$ cat src/rtl/div_iter_unit_pkg.sv
// Shared state encodings and handshake constants for the iterative divider.
package div_iter_unit_pkg;

    typedef enum logic [1:0] {
        DIV_FREE    = 2'b00,
        DIV_BY_ZERO = 2'b01,
        DIV_ON      = 2'b10,
        DIV_END     = 2'b11
    } div_state_e;

    localparam logic DIV_START           = 1'b1;
    localparam logic DIV_STOP            = 1'b0;
    localparam logic DIV_RESULT_READY    = 1'b1;
    localparam logic DIV_RESULT_NOT_READY = 1'b0;

endpackage

$ cat src/rtl/div_restore_step.sv
// One radix-2 restoring step: shift {rem, dvd} left, trial-subtract the divisor.
module div_restore_step #(
    parameter int WIDTH = 32
) (
    input  logic [WIDTH-1:0] rem_i,
    input  logic [WIDTH-1:0] dvd_i,
    input  logic [WIDTH-1:0] divisor_i,
    output logic [WIDTH-1:0] rem_next_o,
    output logic [WIDTH-1:0] dvd_next_o,
    output logic             qbit_o
);

    logic [WIDTH:0] shifted_rem;
    logic [WIDTH:0] trial;

    // rem < divisor always holds, so a non-negative trial never sets the top bit.
    assign shifted_rem = {rem_i, dvd_i[WIDTH-1]};
    assign trial       = shifted_rem - {1'b0, divisor_i};
    assign qbit_o      = ~trial[WIDTH];
    assign rem_next_o  = qbit_o ? trial[WIDTH-1:0] : shifted_rem[WIDTH-1:0];
    assign dvd_next_o  = {dvd_i[WIDTH-2:0], qbit_o};

endmodule

$ cat src/rtl/div_iter_unit.sv
// Iterative restoring divider for EX div/divu; returns {remainder, quotient}.
//
//  state       | meaning
//  DIV_FREE    | idle, waiting for start_i without annul_i
//  DIV_BY_ZERO | divisor was zero, result forced to 0
//  DIV_ON      | one quotient bit per cycle, WIDTH cycles
//  DIV_END     | ready_o/result_o valid for one cycle
module div_iter_unit
    import div_iter_unit_pkg::*;
#(
    parameter int WIDTH = 32
) (
    input  logic               clk,
    input  logic               resetn,
    input  logic               signed_div_i,
    input  logic [WIDTH-1:0]   opdata1_i,
    input  logic [WIDTH-1:0]   opdata2_i,
    input  logic               start_i,
    input  logic               annul_i,
    output logic [2*WIDTH-1:0] result_o,
    output logic               ready_o
);

    localparam int CNT_W = $clog2(WIDTH);
    localparam logic [CNT_W-1:0] CNT_LAST = CNT_W'(WIDTH - 1);

    div_state_e          state_q, state_d;
    logic [CNT_W-1:0]    cnt_q, cnt_d;
    logic [WIDTH-1:0]    rem_q, rem_d;
    logic [WIDTH-1:0]    dvd_q, dvd_d;
    logic [WIDTH-1:0]    divisor_q, divisor_d;
    logic                q_sign_q, q_sign_d;
    logic                r_sign_q, r_sign_d;
    logic [2*WIDTH-1:0]  result_q, result_d;
    logic                ready_q, ready_d;

    logic                op1_neg, op2_neg;
    logic [WIDTH-1:0]    op1_abs, op2_abs;
    logic [WIDTH-1:0]    step_rem, step_dvd;
    logic                step_qbit;
    logic [WIDTH-1:0]    q_fix, r_fix;

    assign op1_neg = signed_div_i & opdata1_i[WIDTH-1];
    assign op2_neg = signed_div_i & opdata2_i[WIDTH-1];
    assign op1_abs = op1_neg ? (~opdata1_i + 1'b1) : opdata1_i;
    assign op2_abs = op2_neg ? (~opdata2_i + 1'b1) : opdata2_i;

    div_restore_step #(.WIDTH(WIDTH)) u_step (
        .rem_i      (rem_q),
        .dvd_i      (dvd_q),
        .divisor_i  (divisor_q),
        .rem_next_o (step_rem),
        .dvd_next_o (step_dvd),
        .qbit_o     (step_qbit)
    );

    // Fix-up is applied to the final step's outputs so the result lands on the END edge.
    assign q_fix = q_sign_q ? (~step_dvd + 1'b1) : step_dvd;
    assign r_fix = r_sign_q ? (~step_rem + 1'b1) : step_rem;

    always_comb begin
        state_d   = state_q;
        cnt_d     = cnt_q;
        rem_d     = rem_q;
        dvd_d     = dvd_q;
        divisor_d = divisor_q;
        q_sign_d  = q_sign_q;
        r_sign_d  = r_sign_q;
        result_d  = '0;
        ready_d   = DIV_RESULT_NOT_READY;

        case (state_q)
            DIV_FREE: begin
                if (start_i == DIV_START && !annul_i) begin
                    dvd_d     = op1_abs;
                    divisor_d = op2_abs;
                    rem_d     = '0;
                    cnt_d     = '0;
                    q_sign_d  = op1_neg ^ op2_neg;
                    r_sign_d  = op1_neg;
                    state_d   = (opdata2_i == '0) ? DIV_BY_ZERO : DIV_ON;
                end
            end
            DIV_BY_ZERO: begin
                state_d = DIV_END;
                ready_d = DIV_RESULT_READY;
            end
            DIV_ON: begin
                if (annul_i || start_i == DIV_STOP) begin
                    state_d = DIV_FREE;
                    cnt_d   = '0;
                end else begin
                    rem_d = step_rem;
                    dvd_d = step_dvd;
                    cnt_d = cnt_q + 1'b1;
                    if (cnt_q == CNT_LAST) begin
                        state_d  = DIV_END;
                        cnt_d    = '0;
                        ready_d  = DIV_RESULT_READY;
                        result_d = {r_fix, q_fix};
                    end
                end
            end
            DIV_END: begin
                state_d = DIV_FREE;
            end
            default: begin
                state_d = DIV_FREE;
            end
        endcase
    end

    always_ff @(posedge clk) begin
        if (!resetn) begin
            state_q   <= DIV_FREE;
            cnt_q     <= '0;
            rem_q     <= '0;
            dvd_q     <= '0;
            divisor_q <= '0;
            q_sign_q  <= 1'b0;
            r_sign_q  <= 1'b0;
            result_q  <= '0;
            ready_q   <= DIV_RESULT_NOT_READY;
        end else begin
            state_q   <= state_d;
            cnt_q     <= cnt_d;
            rem_q     <= rem_d;
            dvd_q     <= dvd_d;
            divisor_q <= divisor_d;
            q_sign_q  <= q_sign_d;
            r_sign_q  <= r_sign_d;
            result_q  <= result_d;
            ready_q   <= ready_d;
        end
    end

    assign result_o = result_q;
    assign ready_o  = ready_q;

endmodule

$ cat config.mk
export PLATFORM = sky130hd
export DESIGN_NAME = div_iter_unit
export DESIGN_NICKNAME = d
export VERILOG_FILES = /design/src/rtl/div_iter_unit_pkg.sv /design/src/rtl/div_restore_step.sv /design/src/rtl/div_iter_unit.sv
export SDC_FILE = /design/constraint.sdc
export NUM_CORES = 1
export LEC_CHECK = 0
export CORE_AREA = 2 2 182 184
export CTS_CLUSTER_DIAMETER = 150
export CTS_CLUSTER_SIZE = 12
export DETAILED_ROUTE_END_ITERATION = 10
export DIE_AREA = 0 0 184 186
export MAX_ROUTING_LAYER = met4
export PLACE_DENSITY = 0.67
export SLEW_MARGIN = 25
export SYNTH_ARGS = -nofsm -noshare
export SYNTH_HDL_FRONTEND = slang
export SYNTH_SLANG_ARGS = --single-unit
$ cat constraint.sdc
create_clock -name clk -period 4.7 [get_ports clk]
set_input_delay 0.94 -clock clk [delete_from_list [all_inputs] [get_ports clk]]
set_output_delay 0.94 -clock clk [all_outputs]
set_load 0.02 [all_outputs]
==> flow_metrics.py, run 1 <==
metrics = {
    "run_status": {
        "status": "finished clean",
    },
    "drt": {
        "vias_per_cell": 5.37,
        "drt-pass1-iter-count": 5,
        "drc_errors": 0,
        "ant_nets": 0,
        "drtIter0Drc": 754,
        "totalWireLength_mm": 32.7,
        "avgRoutedWirePerCell_um": 16.2,
        "route.vias.total": 10800,
    },
    "cts": {
        "clk_pin_slew_ns": 0.08,
        "cts_max_level": 4,
        "cts_tree": "yes",
        "cts_buffers": 17,
        "clk_latency_ns": 0.45,
        "cts_num_sinks": 170,
        "cts_buffer_depth": 2,
        "root_buffer": "clkbuf_16",
    },
    "setup_path": {
        "cp-start-kind": "register",
        "cp_max_fo": 7,
        "crit_required_ns": 5.03,
        "arrival_ns": 4.76,
        "critPathMaxStageDelay_ns": 0.47,
        "path_common_cell": "nand4_1",
        "cp_slowest_cell": "dfxtp_1",
        "cp-end-kind": "register",
        "critical_path_class": "reg -> reg",
        "cp_cell_sequence": "ha_1, a21oi_1, o21ai_0, and3_1, a311o_4, a32o_2, nor2_4, inv_4, a21oi_2, ha_2, nand4_1, nor2_2, nand4_1, nor4_4, a31oi_4, nor4_2, a31oi_1, mux2_1",
    },
    "synthesis": {
        "synthTopCellsByCount": "nor2_1, dfxtp_1, a21oi_1, nand2_1, o21ai_0",
        "yosysTopAreaCellShare": 0.306,
        "synthCells": 1485,
        "synth_ff_type": "dfxtp_1",
        "synth.distinct_cells": 85,
        "yosys.area.top_type": "dfxtp_1",
        "synth.most_common_cell": "nor2_1",
        "synth_edf_count": 0,
        "synth_area_leaders": "dfxtp_1, nor2_1, a21oi_1",
        "synth-seq-cells": 170,
        "syn_nets": 1597,
        "ys.warnings.count": 0,
        "synthArstFlopShare": 0,
        "synth.yosys.seq_area_share": 0.306,
        "synth.avg_cell_area_um2": 7.48,
        "synth_area_um2": 11100,
    },
    "power_and_ir_drop": {
        "pwr-share-clk": 0.278,
        "p_seq_frac": 0.322,
        "finalPower_mw": 5.06,
        "power_switching_mw": 2.07,
        "ir_drop_mv": 0.244,
        "pwr-share-comb": 0.400,
        "swShare": 0.409,
        "power.internal_mw": 2.99,
        "power_density_nw_per_um2": 372,
        "leakage_nw": 5.10,
    },
    "global_route": {
        "antenna_found_initial": 0,
        "grt_pass1_wl_mm": 52.3,
        "gr-total-overflow": 0,
        "grt_max_degree": 77,
        "grt_pass1_vias": 9860,
        "grt_usage": 0.198,
    },
    "placement": {
        "dpl_worst_slack_ns": 0.231,
        "portBuffers": 133,
        "placed_area_um2": 12900,
        "dpl.hpwl_mm": 25.3,
        "dpl.cell_count": 1982,
        "place_congestion": 0.925,
    },
    "finish": {
        "n_fill_cell": 3261,
        "finalNetCount": 1706,
        "multi_input_area_um2": 7270,
        "register_area_um2": 3410,
        "antenna_cells": 0,
        "areaGrowthSynthToFinish_pct": 22.5,
        "fin_cells": 2015,
        "drive_gt1_frac": 0.0728,
        "design_area_um2": 13600,
    },
    "floorplan": {
        "dieArea_um2": 34200,
        "initial_core_util": 0.345,
        "fp.dieH_um": 186,
        "fp.dieW_um": 184,
        "rows": 66,
        "io_pins": 134,
        "coreArea_um2": 32200,
    },
    "sta": {
        "tightest_slew_ns": 1.05,
        "slew_headroom": 0.301,
        "finalSetupViolations": 0,
        "hold_viol_final": 0,
        "fmaxAchievable_mhz": 226,
        "skew_ns": 0.0167,
        "fin_ws_ns": 0.272,
        "slew_violations": 0,
        "hold_ws_ns": 0.461,
        "finalCritPeriodShare": 0.942,
        "period_minus_slack_ns": 4.43,
    },
    "flow_run": {
        "maxCapViolations": 0,
    },
    "hold_path": {
        "hold_path.class": "reg -> reg",
    },
}
-- per-stage QoR --
step	setup TNS, ns	utilization
global route	-0.0171	0.422
global placement	0	0.402
floorplan	0	-
detailed placement	0	0.402
finish	0	0.422
CTS	0	0.420
-- power groups by stage --
stage          registers [mW]  clock network [mW]  logic (mW)
2_1_floorplan            1.63                   0        1.43
3_3_place_gp             1.66                   0        1.96
3_5_place_dp             1.66                   0        1.96
4_1_cts                  1.63                1.43        1.97
5_1_grt                  1.64                1.49        2.25
6_report                 1.63                1.40        2.03
-- critical path: cells and delay by family (launching register included) --
| family | cells | cell delay (ns) |
|---|---|---|
| buffers and inverters | 1 | 0.08 |
| multiplexers | 1 | 0.31 |
| AND/OR/NAND/NOR | 7 | 1.48 |
| flip-flops | 1 | 0.47 |
| adder cells (fa/ha/maj) | 2 | 0.54 |
| AO/OA/AOI/OAI | 7 | 1.41 |
-- layout make-up --
cell class                      count  area share
Tap cell                          408      0.0375
Sequential cell                   170       0.251
Inverter                           55      0.0154
Clock inverter                     15      0.0113
Clock buffer                       17      0.0313
Timing Repair Buffer              169       0.120
Multi-Input combinational cell   1181       0.534
-- flip-flops by register name, summed over array words and instances (netlist names) --
register   cells
rem_q         32
cnt_q          5
divisor_q     32
q_sign_q       1
result_o      64
r_sign_q       1
dvd_q         32
state_q        2
ready_o        1
-- cells in the final DEF (no fill, tap or decap), drive strengths merged, types with 9 or more instances in the layout --
cell,netlist,layout
or4,13,13
nand2b,10,10
inv,54,62
o31ai,21,21
and2,14,14
or3,20,20
nor2,282,282
nor2b,9,9
nor4,16,16
xor2,69,69
nand2,115,115
a21oi,156,156
a22oi,14,14
mux2i,21,21
clkbuf,61,17
and3,13,13
ha,42,42
o211ai,11,11
nand4,12,12
clkdlybuf4s50,0,133
a211oi,36,36
a31oi,12,12
o41ai,18,18
dfxtp,170,170
xnor2,61,61
o21a,9,9
nand3,20,20
nor3,35,35
buf,18,36
o21ai,82,82
-- kinds of logic after synthesis --
group	Yosys count	synth area share
muxes	25	0.0240
DFF	170	0.306
buffers and inverters	134	0.0478
xor gates and xnor gates	130	0.103
AOI/OAI and AO/OA	408	0.236
and+or+nand+nor	575	0.234
adders and majority gates	43	0.0491
-- worst paths after layout --
check	endpoint	slack (ns)	from	cells after the start
min reg2reg	divisor_q[31]	0.46	divisor_q[31]	2
max	result_o[60]	0.27	rem_q[10]	18
max reg2reg	result_o[60]	0.27	rem_q[10]	18
min	divisor_q[31]	0.46	divisor_q[31]	2
-- per-layer routing --
layer / track usage / up-vias / routed length (µm)
li1: - / 5482 / -
met5: - / - / 0
met2: 0.294 / 329 / 13900
met3: 0.0284 / 36 / 1900
met4: 0.0538 / 0 / 488
met1: 0.279 / 4973 / 16400
-- repair_timing --
action	4_1_cts	5_1_grt
resized for setup	0	22
setup buffers	0	1
hold endpoints to repair	0	0
setup endpoints to repair	0	7
hold buffers	0	0
Power figures use the tool's default switching activity.
==> inputs of run 2 (changes only) <==
CELL_PAD_IN_SITES_DETAIL_PLACEMENT = 0   (was default)
CELL_PAD_IN_SITES_GLOBAL_PLACEMENT = 1   (was default)
PLACE_DENSITY = 0.83   (was 0.67)
clock period = 3.73 ns   (was 4.7 ns; I/O delays follow)
==> run 2 against run 1 <==
The flow now finishes with violations (setup timing); worst setup slack got worse by 0.55 ns; wire length rose by 25%; cell area rose by 18%; flip-flop and latch count did not move; utilization rose by 7.6 points; clock power rose by 30%; register-to-register slack got worse by 0.55 ns; sequential power rose by 27%; global-route usage rose by 4.3 points; first-iteration DRC count rose by 35%; critical path type unchanged; largest cell class unchanged.
==> flow_metrics.py, run 2 (synthesis results as in run 1) <==
metrics = {
    "run_status": {
        "failed_checks": "setup timing",
        "status": "finished with violations",
    },
    "sta": {
        "skew_ns": 0.0181,
        "finalCritPeriodShare": 1.07,
        "fin_ws_ns": -0.274,
        "slew_headroom": 0.312,
        "rsz0062_at_grt": "yes",
        "slew_violations": 0,
        "tightest_slew_ns": 1.03,
        "period_minus_slack_ns": 4.00,
        "finalSetupViolations": 17,
        "hold_viol_final": 0,
        "fmaxAchievable_mhz": 250,
    },
    "power_and_ir_drop": {
        "power_density_nw_per_um2": 467,
        "leakage_nw": 6.39,
        "ir_drop_mv": 0.398,
    },
    "cts": {
        "cts_hold_buf": 0,
        "clk_latency_ns": 0.46,
        "cts_tree": "yes",
        "root_buffer": "clkbuf_16",
        "cts_buffer_depth": 2,
        "cts_num_sinks": 170,
        "cts_max_level": 4,
        "clk_pin_slew_ns": 0.08,
        "cts_buffers": 17,
    },
    "hold_path": {
        "hold_path.class": "reg -> reg",
        "min_from": "divisor_q[31]",
    },
    "setup_path": {
        "r2r_cells": 19,
        "cp-start-kind": "register",
        "critPathMaxStageDelay_ns": 0.41,
        "cp_cell_sequence": "inv_2, ha_4, a21o_4, a211oi_4, a21oi_2, a311o_4, a32o_2, nor2_4, clkinv_4, nor2_2, a21oi_4, ha_4, nand3b_1, buf_4, inv_1, a31oi_2, nor2_1, a31oi_1, mux2_2",
        "cp-end-kind": "register",
        "cp_slowest_cell": "a311o_4",
        "rr_endpoint": "result_o[58]",
        "arrival_ns": 4.36,
        "r2r-start": "divisor_q[5]",
        "crit_required_ns": 4.08,
        "path_common_cell": "ha_4",
        "critical_path_class": "reg -> reg",
        "reg2reg_slack_ns": -0.27,
        "endpoint": "result_o[58]",
        "startpoint": "divisor_q[5]",
        "cp_max_fo": 6,
    },
    "global_route": {
        "grt_pass1_vias": 11500,
        "antenna_found_initial": 0,
        "grt_usage": 0.241,
        "gr-total-overflow": 0,
        "grt_pass1_wl_mm": 62.8,
        "grt_max_degree": 67,
    },
    "placement": {
        "dpl.hpwl_mm": 30.9,
        "placed_area_um2": 14600,
        "portBuffers": 133,
        "place_congestion": 0.979,
    },
    "finish": {
        "final_core_util": 0.498,
        "antenna_cells": 0,
        "n_fill_cell": 3070,
        "areaGrowthSynthToFinish_pct": 44.4,
        "finalNetCount": 1932,
        "largest_register_ffs": 64,
        "drive_gt1_frac": 0.227,
        "final_cell_mix": "nor2_1, buf_4, dfxtp_1",
        "layout_commonest_cell": "nor2_1",
        "design_area_um2": 16000,
    },
    "drt": {
        "ant_nets": 0,
        "avgRoutedWirePerCell_um": 18.2,
        "totalWireLength_mm": 40.9,
        "drc_errors": 0,
        "drt-pass1-iter-count": 5,
        "drtIter0Drc": 1017,
        "route.vias.total": 12200,
        "vias_per_cell": 5.44,
    },
    "flow_run": {
        "maxCapViolations": 0,
    },
    "floorplan": {
        "io_pins": 134,
        "fp.dieW_um": 184,
        "fp.dieH_um": 186,
        "rows": 66,
        "coreArea_um2": 32200,
        "initial_core_util": 0.345,
        "dieArea_um2": 34200,
    },
}
## run 2: worst min-delay path by stage
stage                         end  slack (ns)  cells after the start
finish              divisor_q[31]        0.46                      2
global route        divisor_q[31]        0.48                      2
CTS                 divisor_q[31]        0.46                      2
detailed placement  divisor_q[31]        0.45                      2
global placement    divisor_q[31]        0.45                      2
floorplan           divisor_q[31]        0.43                      2
## run 2: routing by layer
metal,vias to the layer above,track usage,wire length [µm]
li1,5924,-,-
met5,-,-,0
met3,55,0.0356,2380
met2,412,0.375,18200
met1,5796,0.326,19400
met4,0,0.0666,835
## run 2: cell type report
cell class / count / area, µm² / share of cell area
inverter: 55 / 211 / 0.0132
clock buffer: 17 / 425 / 0.0265
multi-input combinational: 1181 / 7850 / 0.489
tap: 408 / 510 / 0.0318
sequential: 170 / 3420 / 0.213
timing repair buffer: 395 / 3480 / 0.217
clock inverter: 15 / 153 / 0.00952
## run 2: stage by stage
stage / hold slack, ns / std cells / total power [mW] / TNS [ns] / worst slack, ns
global route: 0.479 / 2241 / 7.86 / -5.73 / -0.425
global placement: 0.448 / 2167 / 5.09 / -1.28 / -0.163
detailed placement: 0.455 / 2167 / 5.12 / -3.23 / -0.316
CTS: 0.463 / 2217 / 7.07 / -1.63 / -0.208
floorplan: 0.432 / 1485 / 3.96 / -3.68 / -0.429
finish: 0.464 / 2241 / 7.49 / -2.17 / -0.274
## run 2: report_power, final
part	switching (mW)	internal (mW)	leakage (nW)
Clock	0.924	0.893	0.280
Sequential	0.134	1.94	1.38
Combinational	2.01	1.59	4.73
Total	3.07	4.42	6.39
## run 2: timing repair
action / 4_1_cts / 5_1_grt
setup buffers: 18 / 24
setup endpoints to repair: 21 / 36
resized for setup: 21 / 91
gates cloned: 0 / 1
hold endpoints to repair: 0 / 0
pin swaps: 14 / 31
## run 2: critical path, delay by kind of cell, from the launching register on
family	cells	cell delay, ns
compound gates	8	1.90
simple gates	4	0.58
flops	1	0.33
fa+ha+maj	2	0.37
buf+inv	4	0.35
mux	1	0.36
